File: config.mk
export PLATFORM = sky130hd
export DESIGN_NAME = ccff_chain_loader
export DESIGN_NICKNAME = d
export VERILOG_FILES = /design/src/rtl/fpga_ccff_pkg.sv /design/src/rtl/ccff_shadow_reg.sv /design/src/rtl/ccff_chain_loader.sv
export SDC_FILE = /design/constraint.sdc
export NUM_CORES = 1
export LEC_CHECK = 0
export BUFFER_PORTS_ARGS = -buffer_cell sky130_fd_sc_hd__buf_2
export CAP_MARGIN = 10
export CORE_MARGIN = 3
export CORE_UTILIZATION = 50
export CTS_BUF_LIST = sky130_fd_sc_hd__clkbuf_2
export DETAILED_ROUTE_END_ITERATION = 16
export GPL_TIMING_DRIVEN = 1
export PLACE_DENSITY_LB_ADDON = 0.05
export SYNTH_ARGS = -nofsm -noshare
export SYNTH_HDL_FRONTEND = slang
export SYNTH_HIERARCHICAL = 1
export SYNTH_SLANG_ARGS = --single-unit
File: constraint.sdc
create_clock -name prog_clk -period 1.48 [get_ports prog_clk]
set_clock_uncertainty 0.1 [all_clocks]
set_input_delay 0.222 -clock prog_clk [delete_from_list [all_inputs] [get_ports prog_clk]]
set_output_delay 0.222 -clock prog_clk [all_outputs]
set_load 0.01 [all_outputs]
File: src/rtl/fpga_ccff_pkg.sv
// rtl/fpga_ccff_pkg.sv - shared types for the ccff chain loader
// Purpose: FSM state encoding and chain-length limit for the loader.
// Ports: none (package).
package fpga_ccff_pkg;

    localparam int CCFF_CHAIN_LEN_MAX = 1024;

    typedef enum logic [2:0] {
        IDLE,
        LOAD,
        DRAIN,
        VERIFY,
        FIN
    } ccff_state_t;

endpackage

File: src/rtl/ccff_shadow_reg.sv
// rtl/ccff_shadow_reg.sv - indexed shadow copy of the bits loaded into the chain
// Purpose: remembers each accepted config bit by position so the recirculated
//          chain output can be compared against it.
// Ports:
//   clk, rst         clock, asynchronous active-high reset
//   wr_en            write wr_data at wr_idx
//   wr_idx, wr_data  write position / bit
//   rd_idx, rd_data  combinational read position / bit
module ccff_shadow_reg #(
    parameter int DEPTH = 4,
    parameter int IDX_W = 3
) (
    input  logic             clk,
    input  logic             rst,
    input  logic             wr_en,
    input  logic [IDX_W-1:0] wr_idx,
    input  logic             wr_data,
    input  logic [IDX_W-1:0] rd_idx,
    output logic             rd_data
);

    logic [DEPTH-1:0] mem;

    // Decode by comparison so an index wider than the array never selects out of range.
    always_ff @(posedge clk or posedge rst) begin
        if (rst) begin
            mem <= '0;
        end else if (wr_en) begin
            for (int i = 0; i < DEPTH; i++) begin
                if (wr_idx == IDX_W'(i)) begin
                    mem[i] <= wr_data;
                end
            end
        end
    end

    always_comb begin
        rd_data = 1'b0;
        for (int i = 0; i < DEPTH; i++) begin
            if (rd_idx == IDX_W'(i)) begin
                rd_data = mem[i];
            end
        end
    end

endmodule

File: src/rtl/ccff_chain_loader.sv
// rtl/ccff_chain_loader.sv - serial loader and verifier for a ccff configuration chain
// Purpose: accepts CHAIN_LEN config bits over a valid/ready handshake, shifts them
//          into the chain, then recirculates the chain once to check every bit.
// Ports:
//   prog_clk, prog_reset   clock, asynchronous active-high reset
//   start                  begin a session (IDLE only)
//   bit_valid, bit_data    offered config bit
//   bit_ready              loader accepts bit_data this cycle
//   ccff_head              serial data into the chain
//   chain_clk_en           chain shifts on the next prog_clk edge
//   ccff_tail              serial data out of the chain
//   busy, done, err        session active, end-of-session pulse, sticky verify mismatch
module ccff_chain_loader
    import fpga_ccff_pkg::*;
#(
    parameter int CHAIN_LEN = 4,
    parameter int CNT_W     = $clog2(CHAIN_LEN + 1)
) (
    input  logic prog_clk,
    input  logic prog_reset,
    input  logic start,
    input  logic bit_valid,
    input  logic bit_data,
    output logic bit_ready,
    output logic ccff_head,
    output logic chain_clk_en,
    input  logic ccff_tail,
    output logic busy,
    output logic done,
    output logic err
);

    localparam logic [CNT_W-1:0] LAST_IDX = CNT_W'(CHAIN_LEN - 1);

    ccff_state_t      state, state_next;
    logic [CNT_W-1:0] cnt;
    logic             head_q;
    logic             en_q;
    logic             err_q;
    logic             accept;
    logic             last;
    logic             shadow_bit;

    assign accept = bit_valid & bit_ready;
    assign last   = (cnt == LAST_IDX);

    ccff_shadow_reg #(
        .DEPTH (CHAIN_LEN),
        .IDX_W (CNT_W)
    ) u_shadow (
        .clk     (prog_clk),
        .rst     (prog_reset),
        .wr_en   (accept),
        .wr_idx  (cnt),
        .wr_data (bit_data),
        .rd_idx  (cnt),
        .rd_data (shadow_bit)
    );

    always_ff @(posedge prog_clk or posedge prog_reset) begin
        if (prog_reset) begin
            state <= IDLE;
        end else begin
            state <= state_next;
        end
    end

    always_comb begin
        state_next = state;
        case (state)
            IDLE:    if (start)           state_next = LOAD;
            LOAD:    if (accept && last)  state_next = DRAIN;
            DRAIN:                        state_next = VERIFY;
            VERIFY:  if (last)            state_next = FIN;
            FIN:                          state_next = IDLE;
            default:                      state_next = IDLE;
        endcase
    end

    always_comb begin
        bit_ready    = (state == LOAD);
        busy         = (state != IDLE);
        done         = (state == FIN);
        chain_clk_en = en_q;
        err          = err_q;
        // Recirculation: the tail feeds straight back into the head while verifying.
        ccff_head    = (state == VERIFY) ? ccff_tail : head_q;
    end

    // Shift enable is registered: an accepted bit sits in head_q for one cycle and
    // shifts on the following edge, so the last load shift lands in DRAIN.
    always_ff @(posedge prog_clk or posedge prog_reset) begin
        if (prog_reset) begin
            cnt    <= '0;
            head_q <= 1'b0;
            en_q   <= 1'b0;
            err_q  <= 1'b0;
        end else begin
            en_q <= ((state == LOAD) && accept) || (state_next == VERIFY);
            case (state)
                IDLE: begin
                    if (start) begin
                        err_q <= 1'b0;
                        cnt   <= '0;
                    end
                end
                LOAD: begin
                    if (accept) begin
                        head_q <= bit_data;
                        cnt    <= cnt + CNT_W'(1);
                    end
                end
                DRAIN: begin
                    cnt <= '0;
                end
                VERIFY: begin
                    if (ccff_tail != shadow_bit) begin
                        err_q <= 1'b1;
                    end
                    cnt <= cnt + CNT_W'(1);
                end
                default: begin
                end
            endcase
        end
    end

endmodule
==> impl_metrics.env, run 1 <==
export IMPL_synth_seq_cells=13
export IMPL_cts_made_buffers=3
export IMPL_synth_area_per_cell_um2=11.9
export IMPL_placedCellCount=95
export IMPL_hp_class="in -> reg"
export IMPL_timing_rr_end="u_shadow/mem[0]"
export IMPL_min_delay_start="ccff_tail"
export IMPL_die_area_um2=1950
export IMPL_tightest_slew_ns=0.365
export IMPL_ctsLongestPathBuffers=2
export IMPL_ant_nets=0
export IMPL_syn_cell_area_um2=728
export IMPL_grt_max_degree=11
export IMPL_cp_start_kind="flip-flop"
export IMPL_gp_congestion=0.773
export IMPL_min_path_cells=3
export IMPL_cp_slowest_stage_delay_ns=0.40
export IMPL_period_needed_ns=1.67
export IMPL_synth_top_family_by_area="simple AND/OR/NAND/NOR gates"
export IMPL_crit_type="reg -> out"
export IMPL_dp_hpwl_mm=1.04
export IMPL_synth_adder_area_share_pct=3.44
export IMPL_track_usage_pct=18.5
export IMPL_hold_viol_final=0
export IMPL_synth_xor_area_share_pct=1.20
export IMPL_crit_buf_inv=1
export IMPL_reg2reg_from="state[1]"
export IMPL_ff2ff_path_depth=5
export IMPL_vias=561
export IMPL_area_growth_pct=43.0
export IMPL_synth_compound_area_share_pct=4.98
export IMPL_end_kind="output port"
export IMPL_maxCapViolCount=0
export IMPL_placed_area_um2=877
export IMPL_clkLatencyLatePin_ns=0.27
export IMPL_slew_headroom_pct=75.7
export IMPL_fill_cells=85
export IMPL_multi_input_area_um2=435
export IMPL_yosysTopAreaCellShare_pct=44.7
export IMPL_p_leak_nw=0.508
export IMPL_die_h_um=44.2
export IMPL_ff_latch_area_um2=330
export IMPL_antenna_cells=0
export IMPL_r2r_slack_ns=-0.16
export IMPL_period_share_pct=113
export IMPL_routed_via_density=5.24
export IMPL_nets=101
export IMPL_clkTransAtPathRegs_ns=0.15
export IMPL_pin_count=12
export IMPL_path_delay_family="flip-flops"
export IMPL_cp_max_fo=3
export IMPL_synth_mux_area_share_pct=19.1
export IMPL_port_buffers=11
export IMPL_violations="setup timing"
export IMPL_ys_top_cells_by_area="dfrtp_1 45%, mux2_1 6.2%, mux2i_1 4.1%"
export IMPL_syn_inst=61
export IMPL_yosysTopAreaCell="dfrtp_1"
export IMPL_rsz0062_at_grt="true"
export IMPL_rows=13
export IMPL_start_util_pct=54.6
export IMPL_gr_total_overflow=0
export IMPL_htreeDepth=1
export IMPL_yosys_area_share_simple_pct=22.0
export IMPL_clock_sinks=13
export IMPL_synth_seq_area_share_pct=44.7
export IMPL_antenna_found_initial=0
export IMPL_crit_required_ns=1.16
export IMPL_first_iter_violations=13
export IMPL_crit_cells=4
export IMPL_ir_drop_mv=1.25
export IMPL_stdcell_count=107
export IMPL_drt_wl_total_mm=1.57
export IMPL_fmax_mhz=599
export IMPL_status="finished with violations"
export IMPL_cp_cell_sequence="nor2b_4 > nand2_2 > mux2_4 > buf_6"
export IMPL_first_pass_iters=5
export IMPL_power_density_nw_per_um2=2010
export IMPL_crit_slowest_cell="dfrtp_1"
export IMPL_hold_end="err"
export IMPL_drc_errors=0
export IMPL_timing_final_ws_setup_ns=-0.189
export IMPL_cts_tree="yes"
export IMPL_grt_pass1_vias=581
export IMPL_final_layout_size_suffix_gt1_share_pct=59.8
export IMPL_design_core_area_um2=1330
export IMPL_die_x_um=44.2
export IMPL_slew_violations=0
export IMPL_synth_fp_nets=69
export IMPL_grt_pass1_wl_mm=2.66
export IMPL_finalSetupViolCount=10
export IMPL_synthDistinctLibCells=28
export IMPL_ys_warn_count=6
export IMPL_crit_arrival_ns=1.35
export IMPL_design_area_um2=1040
export IMPL_cts_root_buf="clkbuf_2"
export IMPL_wire_per_inst_um=14.7
## how the worst max path moves through the flow
stage                      end      from  slack [ns]
4_1_cts              ccff_head  state[2]       -0.19
5_1_grt              ccff_head  state[0]       -0.26
3_5_place_dp   u_shadow/mem[0]  state[2]       -0.08
3_3_place_gp   u_shadow/mem[0]  state[2]       -0.03
2_1_floorplan  u_shadow/mem[0]  state[2]       -0.03
6_report             ccff_head  state[0]       -0.19
## through the flow
step	util (%)	setup WS (ns)	TNS (ns)	hold slack (ns)	total power (W)
2_1_floorplan	-	-0.0281	-0.0544	-0.112	0.00131
3_3_place_gp	65.8	-0.0335	-0.0422	0.0226	0.00161
3_5_place_dp	65.8	-0.0774	-0.121	0.0257	0.00162
4_1_cts	74.4	-0.188	-0.935	0.124	0.00198
5_1_grt	78.0	-0.261	-1.72	0.140	0.00224
6_report	78.0	-0.189	-1.09	0.140	0.00209
## cell usage after synthesis
| master | instances |
|---|---|
| xnor2_1 | 1 |
| o32ai_1 | 1 |
| and3_4 | 1 |
| nor2b_4 | 1 |
| mux2i_1 | 3 |
| mux2_1 | 4 |
| or2b_1 | 1 |
| nand3_1 | 1 |
| mux2_2 | 1 |
| buf_6 | 1 |
| a21oi_1 | 2 |
| mux2_4 | 2 |
| a21oi_2 | 1 |
| inv_1 | 6 |
| nor4b_2 | 1 |
| nor3_1 | 2 |
| mux4_2 | 1 |
| nand2_1 | 5 |
| nor2_1 | 2 |
| nor2b_2 | 2 |
| and4bb_1 | 2 |
| ha_1 | 2 |
| o2bb2ai_1 | 1 |
| nand4b_1 | 1 |
| nand4_1 | 1 |
| dfrtp_1 | 13 |
| and2_1 | 1 |
| nor3b_1 | 1 |
## placed cells by master (no fill, tap or decap), types with 2 or more instances in the layout
cell	count
buf_2	10
buf_4	10
dfrtp_1	9
buf_6	7
mux2_4	6
inv_1	5
nand2_1	4
clkbuf_2	4
dfrtp_2	4
nor2b_4	2
a21oi_1	2
nor2_1	2
mux2i_1	2
ha_1	2
and4bb_1	2
## layer usage
| layer | GRT usage [%] | vias up | share of wire (%) |
|---|---|---|---|
| met2 | 27.3 | 16 | 46 |
| met1 | 28.1 | 262 | 48 |
| met3 | 3.66 | 2 | 5.0 |
| met4 | 3.61 | 0 | 0.38 |
| met5 | 0 | - | 0 |
| li1 | - | 281 | - |
## flip-flops by register name, indices dropped and copies added (netlist names)
| signal | count |
|---|---|
| err | 1 |
| chain_clk_en | 1 |
| u_shadow/mem | 4 |
| state | 3 |
| head_q | 1 |
| cnt | 3 |
## final cells by class
| cell class | count | area share (%) |
|---|---|---|
| Inverter | 6 | 2.16 |
| Tap cell | 15 | 1.80 |
| Clock buffer | 4 | 1.92 |
| Multi-Input combinational cell | 41 | 41.8 |
| Sequential cell | 13 | 31.7 |
| Timing Repair Buffer | 28 | 20.6 |
## logic make-up (layout without fill, tap and decap cells)
logic type	Yosys count	after routing
simple gates	22	22
flops	13	13
mux	11	11
buf+inv	7	38
compound gates	5	5
fa+ha+maj	2	2
xor+xnor	1	1
## what timing repair did
action | CTS | global route
hold endpoints to repair | 13 | 0
gates resized for setup | 12 | 8
hold buffers | 1 | 0
pin swaps | 3 | 2
buffers inserted | 4 | 3
endpoints found under the setup margin | 8 | 14
cloned | 0 | 0
## worst reg2reg max path, stage by stage, from the launching register on
cell and delay, ns:
dfrtp_1 0.47, buf_4 0.16, inv_2 0.05, and3_4 0.20
nor4b_4 0.21, mux2_4 0.33
## power breakdown
part | internal (W) | leakage, nW | switching [W]
combinational | 0.000756 | 0.341 | 0.000467
sequential | 0.000523 | 0.150 | 0.000150
clock | 0.0000717 | 0.0166 | 0.000123
Note: power is estimated with default switching activity, not from simulation.
==> run 2, diff against run 1 <==
ABC_AREA = 1   (was default)
==> impl_metrics.env, run 2 <==
export IMPL_nets=141
export IMPL_design_area_um2=1050
export IMPL_synth_seq_area_share_pct=42.8
export IMPL_first_iter_violations=17
export IMPL_synth_fp_nets=108
export IMPL_top_register="u_shadow/mem"
export IMPL_gr_total_overflow=0
export IMPL_grt_max_degree=11
export IMPL_yosysTopAreaCellShare_pct=42.8
export IMPL_final_common_cell="nand2_1"
export IMPL_area_growth_pct=38.4
export IMPL_final_cell_mix="28 x nand2_1, 14 x inv_1, 13 x buf_4, 12 x dfrtp_1, 10 x buf_2"
export IMPL_ys_flop_type="dfrtp_1"
export IMPL_syn_cell_area_um2=759
export IMPL_antenna_cells=0
export IMPL_synthArstFlopShare_pct=100
export IMPL_cts_root_buf="clkbuf_2"
export IMPL_crit_arrival_ns=1.20
export IMPL_period_share_pct=103
export IMPL_synth_area_per_cell_um2=7.59
export IMPL_ys_warn_count=6
export IMPL_die_x_um=45.0
export IMPL_finalSetupViolCount=6
export IMPL_cts_tree="yes"
export IMPL_ff2ff_path_depth=9
export IMPL_placedCellCount=132
export IMPL_cp_start_kind="flip-flop"
export IMPL_grt_pass1_vias=625
export IMPL_ir_drop_mv=1.35
export IMPL_grt_pass1_wl_mm=2.82
export IMPL_status="finished with violations"
export IMPL_start_util_pct=55.6
export IMPL_ant_nets=0
export IMPL_p_leak_nw=0.565
export IMPL_reg_top3="u_shadow/mem: 4 flops, cnt: 3 flops, state: 3 flops"
export IMPL_crit_type="reg -> out"
export IMPL_final_layout_size_suffix_gt1_share_pct=38.6
export IMPL_slew_violations=0
export IMPL_crit_start="state[2]"
export IMPL_syn_inst=100
export IMPL_clkTransAtPathRegs_ns=0.13
export IMPL_power_density_nw_per_um2=2130
export IMPL_drt_wl_total_mm=1.92
export IMPL_drc_errors=0
export IMPL_largest_register_ff_count=4
export IMPL_cts_made_buffers=3
export IMPL_period_needed_ns=1.53
export IMPL_reg2reg_from="state[1]"
export IMPL_fmax_mhz=655
export IMPL_fill_cells=89
export IMPL_pin_count=12
export IMPL_final_core_util_pct=76.9
export IMPL_synthDistinctLibCells=18
export IMPL_design_core_area_um2=1370
export IMPL_maxCapViolCount=0
export IMPL_synth_edf_count=0
export IMPL_first_pass_iters=4
export IMPL_min_delay_start="bit_valid"
export IMPL_ys_top_cells_by_area="dfrtp_1 43%, nand2_1 14%, inv_1 7.4%"
export IMPL_synth_most_common_cell="nand2_1"
export IMPL_placed_area_um2=878
export IMPL_antenna_found_initial=0
export IMPL_vias=762
export IMPL_port_buffers=11
export IMPL_rsz0062_at_grt="true"
export IMPL_min_path_cells=3
export IMPL_ctsLongestPathBuffers=2
export IMPL_routed_via_density=5.18
export IMPL_clock_sinks=13
export IMPL_wire_per_inst_um=13.0
export IMPL_violations="setup timing"
export IMPL_timing_final_ws_setup_ns=-0.0458
export IMPL_cp_max_fo=3
export IMPL_gp_congestion=0.732
export IMPL_yosysTopAreaCell="dfrtp_1"
export IMPL_die_area_um2=2020
export IMPL_end_kind="output port"
export IMPL_track_usage_pct=19.6
export IMPL_slew_headroom_pct=76.7
export IMPL_synth_seq_cells=13
export IMPL_crit_required_ns=1.16
export IMPL_die_h_um=45.0
export IMPL_htreeDepth=1
export IMPL_dp_hpwl_mm=1.17
export IMPL_hold_viol_final=0
export IMPL_clkLatencyLatePin_ns=0.26
export IMPL_ys_top_cells_by_count="29 x nand2_1, 15 x inv_1, 13 x dfrtp_1"
export IMPL_tightest_slew_ns=0.349
export IMPL_rows=13
export IMPL_stdcell_count=147
export IMPL_hp_class="in -> reg"
==> run 2: changes by cell type after synthesis, moves of 3 or more <==
cell	before	now
nor2_1	2	9
nand2_1	5	29
nand3_2	0	4
nand4_1	1	7
mux2_1	4	0
nand3_1	1	5
inv_1	6	15
inv_2	0	4
mux2i_1	3	0
==> run 2: final timing paths <==
kind	slack, ns	end
max	-0.05	ccff_head
min	0.11	chain_clk_en
max reg2reg	-0.01	u_shadow/mem[1]
min reg2reg	0.39	u_shadow/mem[1]
max in group asynchronous	0.66	state[0]
min in group asynchronous	0.28	u_shadow/mem[3]
==> run 2: layout make-up <==
| cell class | instances | area (um^2) | area share (%) |
|---|---|---|---|
| clock buffers | 4 | 20.0 | 1.90 |
| inverters | 19 | 71.3 | 6.79 |
| multi-input cells | 68 | 412 | 39.2 |
| flip-flops and latches | 13 | 327 | 31.1 |
| well taps | 15 | 18.8 | 1.79 |
| repair buffers | 28 | 203 | 19.3 |
==> run 2: logic make-up (layout without fill, tap and decap cells) <==
kind of cell / count (synthesis) / count (layout) / share of synthesized area, %
xor gates and xnor gates: 1 / 1 / 1.15
DFF: 13 / 13 / 42.8
adders and majority gates: 2 / 2 / 3.29
buffers and inverters: 19 / 51 / 9.39
and+or+nand+nor: 59 / 59 / 38.9
AOI/OAI and AO/OA: 6 / 6 / 4.45
==> run 2: per-layer routing <==
layer  up-vias  wire (um)  GRT usage (%)  share of wire [%]
li1        378          -              -                  -
met1       357        877           28.2                 46
met2        21        904           29.4                 47
met3         6         96           3.59                5.0
met4         0         40           7.02                2.1
met5         -          0              0                  0
==> run 2: per-stage QoR <==
stage | total power, W | setup slack, ns | hold WS (ns) | setup TNS [ns]
2_1_floorplan | 0.00134 | 0.144 | -0.112 | 0
3_3_place_gp | 0.00165 | 0.158 | 0.0264 | 0
3_5_place_dp | 0.00167 | 0.117 | 0.0268 | 0
4_1_cts | 0.00201 | -0.0192 | 0.0941 | -0.0205
5_1_grt | 0.00243 | -0.113 | 0.123 | -0.684
6_report | 0.00224 | -0.0458 | 0.113 | -0.102
==> run 2: report_power, final <==
group | switching [W] | total, W | internal (W)
Combinational | 0.000786 | 0.00143 | 0.000641
Clock | 0.000114 | 0.000185 | 0.0000717
Sequential | 0.000115 | 0.000631 | 0.000516
Total | 0.00101 | 0.00224 | 0.00123
==> run 2: worst max-delay path, stage by stage (launching register included) <==
cell,delay [ns]
dfrtp_1,0.46
nor2_4,0.16
nand2_4,0.08
nor2_4,0.08
a21oi_2,0.03
buf_2,0.13
==> run 2: what timing repair did <==
action,CTS,global route
setup endpoints to repair,3,8
hold buffers,1,0
gates resized for setup,8,9
hold endpoints to repair,13,0
setup buffers,5,5
pin swaps,3,8
